## src/rtl/bmc_array_if.sv

```systemverilog
// Handshake and metric bus for the branch-metric unit.
// The slave side is the bmc_array itself, the master side is whoever drives
// symbols in and takes metrics out.
interface bmc_array_if #(
  parameter int RATE_N = 2,
  parameter int SOFT_W = 1
);
  localparam int SMAX = (1 << SOFT_W) - 1;
  localparam int MW   = $clog2(RATE_N * SMAX + 1);
  localparam int NCW  = 1 << RATE_N;

  logic                       in_valid;
  logic                       in_ready;
  logic [RATE_N*SOFT_W-1:0]   rx_sym;
  logic [RATE_N-1:0]          erase;
  logic                       out_valid;
  logic                       out_ready;
  logic [NCW*MW-1:0]          bm;
  logic [RATE_N-1:0]          bm_min_idx;
  logic [15:0]                sym_cnt;

  modport master (
    output in_valid, rx_sym, erase, out_ready,
    input  in_ready, out_valid, bm, bm_min_idx, sym_cnt
  );

  modport slave (
    input  in_valid, rx_sym, erase, out_ready,
    output in_ready, out_valid, bm, bm_min_idx, sym_cnt
  );
endinterface

```

## src/rtl/bmc_array.sv

```systemverilog
// Branch-metric unit for the Viterbi decoder.
// Stage 1 holds the per-bit distances for both codeword bit polarities,
// stage 2 holds the summed metric of every candidate codeword and the index
// of the smallest one. Both stages advance together on a single enable, so a
// stalled output freezes the whole pipe and bubbles stay where they are.
module bmc_array #(
  parameter int RATE_N = 2,
  parameter int SOFT_W = 1
) (
  input logic           clk,
  input logic           rst,
  bmc_array_if.slave    bus
);
  localparam int SMAX = (1 << SOFT_W) - 1;
  localparam int MW   = $clog2(RATE_N * SMAX + 1);
  localparam int NCW  = 1 << RATE_N;

  logic                               en;

  // Distance of bit i when the codeword bit is 0 (d0) or 1 (d1).
  logic [RATE_N-1:0][SOFT_W-1:0]      d0_d, d1_d;
  logic [RATE_N-1:0][SOFT_W-1:0]      s1_d0_q, s1_d1_q;
  logic                               s1_valid_q;

  logic [NCW-1:0][MW-1:0]             sum_d;
  logic [MW-1:0]                      min_d;
  logic [RATE_N-1:0]                  idx_d;

  logic [NCW*MW-1:0]                  bm_q;
  logic [RATE_N-1:0]                  idx_q;
  logic                               s2_valid_q;
  logic [15:0]                        cnt_q;

  assign en            = !s2_valid_q || bus.out_ready;
  assign bus.in_ready  = en;
  assign bus.out_valid = s2_valid_q;
  assign bus.bm        = bm_q;
  assign bus.bm_min_idx = idx_q;
  assign bus.sym_cnt   = cnt_q;

  // Per-bit distances with puncturing applied; SMAX - rx is ~rx because SMAX is all ones.
  always_comb begin
    d0_d = '0;
    d1_d = '0;
    for (int i = 0; i < RATE_N; i++) begin
      if (!bus.erase[i]) begin
        d0_d[i] = bus.rx_sym[i*SOFT_W +: SOFT_W];
        d1_d[i] = ~bus.rx_sym[i*SOFT_W +: SOFT_W];
      end
    end
  end

  // Codeword metrics from the stage-1 distances and the first minimum in ascending order.
  always_comb begin
    sum_d = '0;
    for (int c = 0; c < NCW; c++) begin
      for (int i = 0; i < RATE_N; i++) begin
        if (((c >> i) & 1) != 0) begin
          sum_d[c] = sum_d[c] + MW'(s1_d1_q[i]);
        end else begin
          sum_d[c] = sum_d[c] + MW'(s1_d0_q[i]);
        end
      end
    end
    min_d = sum_d[0];
    idx_d = '0;
    for (int c = 1; c < NCW; c++) begin
      if (sum_d[c] < min_d) begin
        min_d = sum_d[c];
        idx_d = RATE_N'(c);
      end
    end
  end

  // Pipeline registers; data only loads alongside a valid so bubbles never pull in undriven inputs.
  always_ff @(posedge clk) begin
    if (rst) begin
      s1_valid_q <= 1'b0;
      s1_d0_q    <= '0;
      s1_d1_q    <= '0;
      s2_valid_q <= 1'b0;
      bm_q       <= '0;
      idx_q      <= '0;
    end else if (en) begin
      s1_valid_q <= bus.in_valid;
      if (bus.in_valid) begin
        s1_d0_q <= d0_d;
        s1_d1_q <= d1_d;
      end
      s2_valid_q <= s1_valid_q;
      if (s1_valid_q) begin
        bm_q  <= sum_d;
        idx_q <= idx_d;
      end
    end
  end

  // Completed output transfers, free-running modulo 2**16.
  always_ff @(posedge clk) begin
    if (rst) begin
      cnt_q <= '0;
    end else if (s2_valid_q && bus.out_ready) begin
      cnt_q <= cnt_q + 16'd1;
    end
  end
endmodule

```

## src/flat_wrapper.sv

```systemverilog
// flat-port wrapper written by rule: the top's interface ports become plain ports
module bmc_array_flat 
#(
  parameter int RATE_N = 2,
  parameter int SOFT_W = 1
)
  (clk, rst, bus_in_valid, bus_rx_sym, bus_erase, bus_out_ready, bus_in_ready, bus_out_valid, bus_bm, bus_bm_min_idx, bus_sym_cnt);
  bmc_array_if #(.RATE_N(RATE_N), .SOFT_W(SOFT_W)) bus_i ();
  input logic clk;
  input logic rst;
  input wire logic [$bits(bus_i.in_valid)-1:0] bus_in_valid;
  input wire logic [$bits(bus_i.rx_sym)-1:0] bus_rx_sym;
  input wire logic [$bits(bus_i.erase)-1:0] bus_erase;
  input wire logic [$bits(bus_i.out_ready)-1:0] bus_out_ready;
  output wire logic [$bits(bus_i.in_ready)-1:0] bus_in_ready;
  output wire logic [$bits(bus_i.out_valid)-1:0] bus_out_valid;
  output wire logic [$bits(bus_i.bm)-1:0] bus_bm;
  output wire logic [$bits(bus_i.bm_min_idx)-1:0] bus_bm_min_idx;
  output wire logic [$bits(bus_i.sym_cnt)-1:0] bus_sym_cnt;
  assign bus_i.in_valid = bus_in_valid;
  assign bus_i.rx_sym = bus_rx_sym;
  assign bus_i.erase = bus_erase;
  assign bus_i.out_ready = bus_out_ready;
  assign bus_in_ready = bus_i.in_ready;
  assign bus_out_valid = bus_i.out_valid;
  assign bus_bm = bus_i.bm;
  assign bus_bm_min_idx = bus_i.bm_min_idx;
  assign bus_sym_cnt = bus_i.sym_cnt;
  bmc_array #(.RATE_N(RATE_N), .SOFT_W(SOFT_W)) u_core (.clk(clk), .rst(rst), .bus(bus_i));
endmodule
```

## config.mk

```make
export PLATFORM = sky130hd
export DESIGN_NAME = bmc_array_flat
export DESIGN_NICKNAME = d
export VERILOG_FILES = /design/src/rtl/bmc_array_if.sv /design/src/rtl/bmc_array.sv /design/src/flat_wrapper.sv
export SDC_FILE = /design/constraint.sdc
export NUM_CORES = 1
export LEC_CHECK = 0
export BUFFER_PORTS_ARGS = -buffer_cell sky130_fd_sc_hd__buf_2
export CORE_AREA = 2 2 60 62
export DETAILED_ROUTE_END_ITERATION = 8
export DIE_AREA = 0 0 62 64
export PLACE_DENSITY = 0.74
export RECOVER_POWER = 100
export SYNTH_ARGS = -nofsm -noshare
export SYNTH_HDL_FRONTEND = slang
export SYNTH_SLANG_ARGS = --single-unit
```

## constraint.sdc

```tcl
create_clock -name clk -period 2 [get_ports clk]
set_clock_uncertainty 0.15 [all_clocks]
set_input_delay 0.1 -clock clk [delete_from_list [all_inputs] [get_ports clk]]
set_output_delay 0.1 -clock clk [all_outputs]
set_load 0.05 [all_outputs]
```

* Yosys cells after proc, flatten, opt, wreduce, memory -nomap -nowiden
Index checks and enable logic that the tools add are counted.
** Storage, ports and cells
- Input bits :: 8
- Logic and storage cells :: 33
- Output and inout bits :: 28
- Flip-flop bits (word level) :: 32
** Cells by class
- Reduce and logical (&&, ||, !) cells :: 5
- Order comparisons :: 3
- Mux-type cells :: 9
- Bitwise operators :: 2
- Add/subtract/negate cells :: 5
** Operators by type and width (number)
- $add 16x1->16 const B :: 1
- $add 1x1->2 :: 4
- $mux 2 :: 4
- $lt 2x2->1 :: 3
- $mux 1 :: 5
- $reduce_and 2->1 :: 2
- $not 1->1 :: 2
- $logic_and 1x1->1 :: 1
- $logic_not 1->1 :: 1
- $logic_or 1x1->1 :: 1

* Longest topological paths before layout
- Depth in word-level cells :: 7
- Depth in mapped cells :: 8
- Mapped depth without buffers :: 8

* Worst setup path after synthesis
OpenSTA, ideal clock, no wires.
- Kind :: reg-to-reg
- From :: register u_core.s2_valid_q (netlist: u_core.bus.out_valid)
- To :: register u_core.idx_q[1] (netlist: u_core.bus.bm_min_idx[1])
- Stages on the path, launching flop included :: 6
- Arrival time :: 1.835 ns
- Clock period less this slack :: 2.076 ns
- Path buffers :: 2
- Data required time :: 1.759 ns
- Library setup time :: 0.091 ns
- Setup slack :: -0.076 ns
- Path through :: dfxtp_1 > or2b_2 > buf_2 > and2_1 > buf_2 > a311oi_1
** Between the ends
- Word-level cells in the longest chain between the ends :: 3
** RTL lines
- from (decl) :: RTL line bmc_array.sv:31 : logic s2_valid_q;
- from (signal assigned) :: RTL line bmc_array.sv:90 : s2_valid_q <= s1_valid_q;
- $logic_not 1->1 :: RTL line bmc_array.sv:34 : assign en = !s2_valid_q || bus.out_ready;
- $logic_or 1x1->1 :: RTL line bmc_array.sv:34
- named net bus_in_ready :: RTL line flat_wrapper.sv:15 : output wire logic [$bits(bus_i.in_ready)-1:0] bus_in_ready;
- $reduce_and 2->1 (no source line)
- to (signal assigned) :: RTL line bmc_array.sv:93 : idx_q <= idx_d;
- to (decl) :: RTL line bmc_array.sv:30 : logic [RATE_N-1:0] idx_q;
The timed path passes the listed nets, and every way through them passes these cells.
A chain may end at the register's enable or synchronous reset.

==> impl_metrics.json <==
{
  "r2r_depth": 7,
  "finalMaxSlewViolations": 0,
  "max_stage_delay_ns": 0.39,
  "hold-worst-slack_ns": 0.0502,
  "antenna_violating_nets_post_route": 0,
  "drt_pre_antenna_iters": 4,
  "max_clock_freq_mhz": 516,
  "sequential_to_total_area_share_from_yosys_stat_pct": 43.1,
  "cts_post_setup_buffers_inserted": 0,
  "status": "finished, final reports clean",
  "synth_edf_count": 0,
  "cts_buffers": 5,
  "synth_flop_cell": "sky130_fd_sc_hd__dfxtp_1",
  "worst_slew_margin_rel_pct": 60.0,
  "synth.lib_cells_used.distinct": 37,
  "critical-path-slowest-cell": "sky130_fd_sc_hd__dfxtp_4",
  "routed_wirelength_um": 3090,
  "critPathTopFamily": "compound AO/OA/AOI/OAI gates",
  "final.period_utilization_pct": 96.9,
  "total_die_area_um2": 3970,
  "synthesis.nets": 192,
  "flip_flop_and_latch_count_after_synthesis": 32,
  "drt_iter0_markers": 45,
  "synth_area_leaders": "sky130_fd_sc_hd__dfxtp_1 43%, sky130_fd_sc_hd__ha_1 8.4%, sky130_fd_sc_hd__nand2_1 8.1%",
  "synth.largest_area_cell": "sky130_fd_sc_hd__dfxtp_1",
  "place.port_buffers": 35,
  "largest_driver_fanout_on_the_critical_path": 3,
  "row_count": 21,
  "ir_worst_vdd_mv": 0.315,
  "min_path_cells": 3,
  "floorplan.die.width_um": 62,
  "via_count_of_the_first_global_routing_pass": 1118,
  "cts_root_buf": "sky130_fd_sc_hd__clkbuf_4",
  "cell_area_after_placement_um2": 1680,
  "globalRoute.totalOverflow": 0,
  "worst-setup-path-type": "register to register",
  "grtUsageTotal_pct": 16.7,
  "chipHeight_um": 64,
  "antenna_found_initial": 0,
  "global_route_wire_length_before_repair_um": 4950,
  "final_design_area_no_fill_um2": 1820,
  "maxCapViolCount": 0,
  "final-instance-count-excl-fill": 261,
  "viasPerCell": 5.06,
  "finalWeightedCongestion": 0.770,
  "crit_arrival_ns": 1.98,
  "clock_sinks": 32,
  "power_consumption_uw": 1150,
  "nNetsFinal": 232,
  "hp-class": "primary input to register",
  "areaGrowthSynthToFinish_pct": 22.3,
  "vias": 1320,
  "post_route_cells_drive_above_1_share_pct": 14.9,
  "path_buf_inv": 1,
  "syn_avg_cell_area_um2": 8.55,
  "grt_max_degree": 34,
  "routed_wire_length_per_instance_um": 11.8,
  "top_level_i_o_count": 36,
  "place_hpwl_um": 2120,
  "finalSetupViolations": 0,
  "finalWorstPathRequiredPeriod_ns": 1.94,
  "worst_setup_path_start_kind": "register",
  "ctsHtreeMaxLevel": 2,
  "p_leak_uw": 0.000625,
  "yosys-top-cells-count": "32 x sky130_fd_sc_hd__dfxtp_1, 32 x sky130_fd_sc_hd__nand2_1, 22 x sky130_fd_sc_hd__a21oi_1",
  "cellPowerDensity_nw_per_um2": 634,
  "final_hold_viol_count": 0,
  "cp-end-kind": "register",
  "share_of_the_synthesized_area_in_the_top_cell_type_pct": 43.1,
  "crit_path_cell_trace": "ha_4 -> inv_1 -> ha_1 -> o21ba_2 -> o41a_1 -> a21oi_2 -> a211oi_1",
  "worst-path-stages": 7,
  "crit_required_ns": 2.04,
  "antenna-diode-count": 0,
  "route.detailed.drc": 0,
  "worst_slew_pin_slew_ns": 0.603,
  "synth-warning-count": 0,
  "cts_buffer_depth": 2,
  "cts.reportedPaths.clkPinSlew_ns": 0.09,
  "synth.cell_area_um2": 1490,
  "synth-async-reset-ratio_pct": 0,
  "effective_utilization_at_floorplan_pct": 45.3,
  "syn_inst": 174,
  "clk_latency_ns": 0.32,
  "cts_tree": "built",
  "placedCellCount": 246,
  "core_um2": 3280
}
## cell usage in the layout (no fill, tap or decap), types with 3 or more instances in the layout
cell                            count
sky130_fd_sc_hd__a21oi_1           20
sky130_fd_sc_hd__and4_1             3
sky130_fd_sc_hd__buf_2              6
sky130_fd_sc_hd__clkbuf_1          30
sky130_fd_sc_hd__clkbuf_4           5
sky130_fd_sc_hd__dfxtp_1           24
sky130_fd_sc_hd__dfxtp_2            6
sky130_fd_sc_hd__dlygate4sd3_1      7
sky130_fd_sc_hd__ha_1               7
sky130_fd_sc_hd__inv_1              4
sky130_fd_sc_hd__nand2_1           32
sky130_fd_sc_hd__nand2b_1           3
sky130_fd_sc_hd__nand3_1            4
sky130_fd_sc_hd__nand4_1            3
sky130_fd_sc_hd__nor2_1            14
sky130_fd_sc_hd__xor2_1             8
## worst min-delay path, stage by stage
cell                      delay (ns)
sky130_fd_sc_hd__buf_2          0.11
sky130_fd_sc_hd__nand2_1        0.17
sky130_fd_sc_hd__a21oi_1        0.09
## cell families after synthesis
logic type	count (synthesis)	share of synthesized area [%]
simple gates	76	25.6
xor+xnor	10	5.89
fa+ha+maj	10	8.41
buf+inv	13	3.95
flops	32	43.1
compound gates	33	13.1
## through the flow
step | utilization [%] | setup TNS [ns] | worst slack (ns)
floorplan | - | 0 | 0.00946
global placement | 51.3 | 0 | 0.0261
detailed placement | 51.3 | -0.0879 | -0.0587
CTS | 55.7 | 0 | 0.0120
global route | 55.4 | -0.00480 | -0.00480
finish | 55.4 | 0 | 0.0619
## layer usage
| layer | vias up | wire length (um) | GRT usage [%] |
|---|---|---|---|
| met2 | 31 | 1400 | 24.3 |
| met4 | 0 | 52 | 6.38 |
| met1 | 598 | 1510 | 22.2 |
| met5 | - | 0 | 0 |
| li1 | 685 | - | - |
| met3 | 6 | 121 | 6.07 |
## repair_timing
action / 4_1_cts / 5_1_grt
setup endpoints to repair: 2 / 2
gates resized for setup: 4 / 8
pin swaps: 0 / 3
hold buffers: 7 / 0
endpoints found under the hold margin: 5 / 0
## path summary, 6_finish.rpt
| path | startpoint | end | slack (ns) |
|---|---|---|---|
| setup / recovery | u_core.s1_d0_q[1] | u_core.bus.bm_min_idx[0] | 0.06 |
| setup reg to reg | u_core.s1_d0_q[1] | u_core.bus.bm_min_idx[0] | 0.06 |
| hold / removal | bus_in_valid | u_core.s1_valid_q | 0.05 |
| hold reg to reg | u_core.bus.bm[4] | u_core.bus.bm[4] | 0.31 |
## sequential cells by signal (all words and copies together), names as in the netlist
signal and flops:
u_core.s1_d0_q 2, u_core.s1_valid_q 1, u_core.bus.out_valid 1, u_core.s1_d1_q 2
u_core.bus.sym_cnt 16, u_core.bus.bm_min_idx 2, u_core.bus.bm 8
## cell type report
| cell class | count | area (um^2) |
|---|---|---|
| fillers | 329 | 1470 |
| multi-input cells | 129 | 822 |
| inverters | 4 | 15.0 |
| clock buffers | 8 | 58.8 |
| flip-flops and latches | 32 | 656 |
| repair buffers | 42 | 210 |
| well taps | 46 | 57.6 |
## power by group
part	internal, uW	switching [uW]
combinational	41.1	78.3
sequential	648	11.6
clock	173	201
No activity file was read; power rests on OpenSTA's default activity.
